<file path="config.mk">
export PLATFORM = sky130hd
export DESIGN_NAME = pipe_stage_reg
export DESIGN_NICKNAME = d
export VERILOG_FILES = /design/src/rtl/pipe_stage_reg.sv
export SDC_FILE = /design/constraint.sdc
export NUM_CORES = 1
export LEC_CHECK = 0
export ABC_AREA = 1
export CORE_AREA = 2 2 102 104
export DETAILED_ROUTE_END_ITERATION = 6
export DIE_AREA = 0 0 104 106
export PLACE_DENSITY_LB_ADDON = 0.08
export SLEW_MARGIN = 10
export SYNTH_ARGS = -nofsm -noshare
export SYNTH_HDL_FRONTEND = slang
export SYNTH_SLANG_ARGS = --single-unit
</file>
<file path="constraint.sdc">
create_clock -name clk -period 2.8 [get_ports clk]
set_input_delay 0.42 -clock clk [delete_from_list [all_inputs] [get_ports clk]]
set_output_delay 0.42 -clock clk [all_outputs]
set_load 0.005 [all_outputs]
</file>
<file path="src/rtl/pipe_stage_reg.sv">
// Handshaked pipeline stage register with optional two-entry skid buffer,
// synchronous flush and a saturating back-pressure counter.
module pipe_stage_reg #(
    parameter int unsigned DATA_W = 32,
    parameter int unsigned SKID   = 1,
    parameter int unsigned CNT_W  = 16
) (
    input  logic              clk,
    input  logic              rst_n,
    input  logic              in_valid,
    output logic              in_ready,
    input  logic [DATA_W-1:0] in_data,
    output logic              out_valid,
    input  logic              out_ready,
    output logic [DATA_W-1:0] out_data,
    input  logic              flush,
    input  logic              cnt_clr,
    output logic [1:0]        occupancy,
    output logic [CNT_W-1:0]  stall_cycles
);

    // State value doubles as the number of held beats.
    typedef enum logic [1:0] {
        ST_EMPTY = 2'd0,
        ST_ONE   = 2'd1,
        ST_FULL  = 2'd2
    } state_t;

    localparam logic [CNT_W-1:0] CNT_ONE = {{(CNT_W-1){1'b0}}, 1'b1};

    state_t            r_state;
    state_t            w_state_nxt;
    logic [DATA_W-1:0] r_main;
    logic [DATA_W-1:0] r_skid;
    logic              r_in_ready;
    logic [CNT_W-1:0]  r_stall;

    logic w_out_valid;
    logic w_in_ready;
    logic w_accept;
    logic w_take;
    logic w_load_main_in;
    logic w_load_main_skid;
    logic w_load_skid;

    assign w_out_valid = (r_state != ST_EMPTY);
    // Skid mode: ready comes from a flop; single mode: ready passes downstream ready through.
    assign w_in_ready  = (SKID != 0) ? r_in_ready : (!w_out_valid || out_ready);
    assign w_accept    = in_valid && w_in_ready;
    assign w_take      = w_out_valid && out_ready;

    assign in_ready     = w_in_ready;
    assign out_valid    = w_out_valid;
    assign out_data     = r_main;
    assign occupancy    = r_state;
    assign stall_cycles = r_stall;

    // Next-state and data-load selection; flush overrides everything.
    // In single-register mode an accept while ONE implies a take, so the
    // ONE->FULL branch is unreachable there without a mode check.
    always_comb begin
        w_state_nxt      = r_state;
        w_load_main_in   = 1'b0;
        w_load_main_skid = 1'b0;
        w_load_skid      = 1'b0;
        unique case (r_state)
            ST_EMPTY: begin
                if (w_accept) begin
                    w_state_nxt    = ST_ONE;
                    w_load_main_in = 1'b1;
                end
            end
            ST_ONE: begin
                if (w_accept && w_take) begin
                    w_load_main_in = 1'b1;
                end else if (w_accept) begin
                    w_state_nxt = ST_FULL;
                    w_load_skid = 1'b1;
                end else if (w_take) begin
                    w_state_nxt = ST_EMPTY;
                end
            end
            ST_FULL: begin
                if (w_take) begin
                    w_state_nxt      = ST_ONE;
                    w_load_main_skid = 1'b1;
                end
            end
            default: w_state_nxt = ST_EMPTY;
        endcase
        if (flush) begin
            w_state_nxt      = ST_EMPTY;
            w_load_main_in   = 1'b0;
            w_load_main_skid = 1'b0;
            w_load_skid      = 1'b0;
        end
    end

    // State register and registered upstream ready.
    always_ff @(posedge clk or negedge rst_n) begin
        if (!rst_n) begin
            r_state    <= ST_EMPTY;
            r_in_ready <= 1'b1;
        end else begin
            r_state    <= w_state_nxt;
            r_in_ready <= (w_state_nxt != ST_FULL);
        end
    end

    // Payload registers load only on accept or skid-to-main transfer.
    always_ff @(posedge clk or negedge rst_n) begin
        if (!rst_n) begin
            r_main <= '0;
            r_skid <= '0;
        end else begin
            if (w_load_main_in) begin
                r_main <= in_data;
            end else if (w_load_main_skid) begin
                r_main <= r_skid;
            end
            if (w_load_skid) begin
                r_skid <= in_data;
            end
        end
    end

    // Saturating back-pressure counter; clear wins over increment.
    always_ff @(posedge clk or negedge rst_n) begin
        if (!rst_n) begin
            r_stall <= '0;
        end else if (cnt_clr) begin
            r_stall <= '0;
        end else if (w_out_valid && !out_ready && (r_stall != '1)) begin
            r_stall <= r_stall + CNT_ONE;
        end
    end

endmodule

</file>
==> metrics.cfg <==
[outcome]
outcome=finished, final reports clean

[grt]
grt_pass1_wl_um=14800
grt.total_usage_pct=16.7
antenna_found_initial=0
grt_pass1_vias=3107
grt-ovfl-total=0
grt_max_degree=84

[logic_synthesis]
synthDistinctLibCells=28
yosys_most_used_dff=dfrtp_1
ys_seq_area_share_pct=53.8
synth-xor-area-share_pct=1.36
synth_cells=451
synth_compound_area_share_pct=11.7
avgSynthCellArea_um2=8.56
yosysTopAreaCellShare_pct=53.1
synth.area.top_cells=dfrtp_1, nand2_1, o211ai_1
synth-edff-count=0
yosys.area.top_type=dfrtp_1
synthMuxAreaShare_pct=0
synth_top_family_by_area=simple AND/OR/NAND/NOR gates
synthArstFlopShare_pct=100
mappedNetlistArea_um2=3860
synth_seq_cells=83
synthesis.nets=490
ys_warn_count=0
yosys.area_share.simple_pct=24.7
synthAdderAreaFrac_pct=0.324

[power_and_ir_drop]
swShare_pct=27.6
p_per_area_nw_per_um2=575
combinationalPowerShare_pct=20.9
seq_power_share_pct=52.4
p_leak_nw=2.21
internal_power_mw=2.10
clkPwrFrac_pct=26.6
ir_drop_uv=346
switchingPower_mw=0.802
power_mw=2.90

[detailed_routing]
drt_iter0_markers=116
wl_per_cell_um=13.2
routed_wl_um=8930
routed_via_density=4.77
routed-via-count=3223
final_antenna_net_count=0
dr.pass1.iters=4
drc=0

[clocking]
numCtsBuffers=9
cts.clk_slew.worst_paths_ns=0.08
cts.path.max_buffers=2
clock-root-buffer=clkbuf_8
cts_tree=done
clkLatencyLatePin_ns=0.35
hold_buffers=0
cts_setup_buffers=0
cts.sinks=83
cts_resized=0
htree_levels=3

[finish]
finalInstanceArea_um2=5050
syn_to_final_growth_pct=30.7
diodes=0
drive_above_1_share_pct=5.75
nets=574

[sta]
finalCriticalPeriod_ns=1.85
rsz0062_at_grt=no
final-setup-viol-count=0
slew_viol_final=0
fmax_mhz=542
tns_ns=0
slew_headroom_pct=56.6
period_share_pct=65.9
fin_skew_ns=0.00578
hold_viol=0
tightest_slew_ns=0.651
fin_hold_ws_ns=0.0819

[place]
hpwl_um=5820
post_dp_cell_area_um2=4880
portBuffers=89
place_congestion=0.849

[floorplanning]
die_y_um=106
ios=90
rows=37
start_util_pct=38.6
coreArea_um2=10000
die_area_um2=11000
die_w_um=104

[critical_path]
start_kind=flip-flop
arrival_ns=1.43
setup.worst_path.class=flip-flop to primary output
cp_max_fo=5
r2r_cells=9
cp.required_ns=2.38
cp-end-kind=primary output

[hold_path]
hold_class=input port to asynchronous set/reset pin

[run]
cap_violations=0

==> per-stage QoR <==
stage          utilization (%)  instances  setup WS, ns
2_1_floorplan                -        451          1.23
3_3_place_gp              48.8        660         0.770
3_5_place_dp              48.8        660         0.711
4_1_cts                   50.5        675         0.935
5_1_grt                   50.5        675         0.829
6_report                  50.5        675         0.954
==> path summary, 6_finish.rpt <==
kind	slack, ns	start	to
min	0.08	rst_n	stall_cycles[4]
min reg2reg	0.53	r_skid[15]	r_skid[15]
max	0.95	occupancy[1]	out_valid
min in group clk	0.53	r_skid[15]	r_skid[15]
max in group asynchronous	2.35	rst_n	in_ready
max reg2reg	0.96	stall_cycles[0]	stall_cycles[9]
==> layout make-up <==
| cell class | count | area, µm² |
|---|---|---|
| Timing Repair Buffer | 95 | 958 |
| Tap cell | 136 | 170 |
| Multi-Input combinational cell | 294 | 1480 |
| Inverter | 52 | 195 |
| Fill cell | 972 | 4950 |
| Sequential cell | 83 | 2080 |
| Clock buffer | 11 | 141 |
| Clock inverter | 4 | 26.3 |
==> power groups by stage <==
stage | combinational [mW] | clock (mW) | sequential (mW)
floorplan | 0.275 | 0 | 1.53
global placement | 0.605 | 0 | 1.54
detailed placement | 0.615 | 0 | 1.55
CTS | 0.621 | 0.802 | 1.52
global route | 0.683 | 0.856 | 1.55
finish | 0.607 | 0.772 | 1.52
==> worst max-delay path, stage by stage, from the launching register on <==
cell,delay [ns]
dfrtp_1,0.43
nor2_1,0.17
inv_1,0.05
clkdlybuf4s50_1,0.43
==> kinds of logic (layout without fill, tap and decap cells) <==
group | after synthesis | after routing
AOI/OAI and AO/OA | 72 | 72
xor gates and xnor gates | 6 | 6
adders and majority gates | 1 | 1
buffers and inverters | 74 | 162
DFF | 83 | 83
and+or+nand+nor | 215 | 215
==> layout by cell type, fill, tap and decap left out, types with 2 or more instances in the layout <==
cell             synthesis  final
buf_4                    4      5
dfrtp_1                 82     82
o21ai_0                 32     32
nand4_1                 14     14
o21ai_1                  3      3
clkdlybuf4s50_1          0     88
o21bai_1                 3      3
nand3b_1                 2      2
xor2_1                   6      6
nor2_4                   3      3
clkbuf_8                 0     10
buf_12                   0      2
o211ai_1                32     32
inv_1                   51     51
nand3_1                 41     41
nor2_1                  22     22
nand2_1                127    127
clkinv_2                 0      2
==> synth_stat cells, drive strengths merged, types with 2 or more instances <==
cell,number
o21ai,35
nand4,14
or2,2
nand2,128
o21bai,3
nand3,42
nand3b,2
xor2,6
inv,52
o211ai,32
dfrtp,82
clkbuf,12
nor2,26
buf,10
==> flip-flops by register name, indices dropped and copies added (netlist names) <==
signal / cells
in_ready: 1
stall_cycles: 16
occupancy: 2
out_data: 32
r_skid: 32
==> routing by layer <==
metal | up-vias | global-route usage [%] | share of wire [%]
met1 | 1498 | 21.9 | 47
met3 | 6 | 4.84 | 5.6
met4 | 0 | 5.21 | 1.1
met5 | - | 0 | 0
li1 | 1646 | - | -
met2 | 73 | 27.0 | 46
No activity file was read; power rests on OpenSTA's default activity.
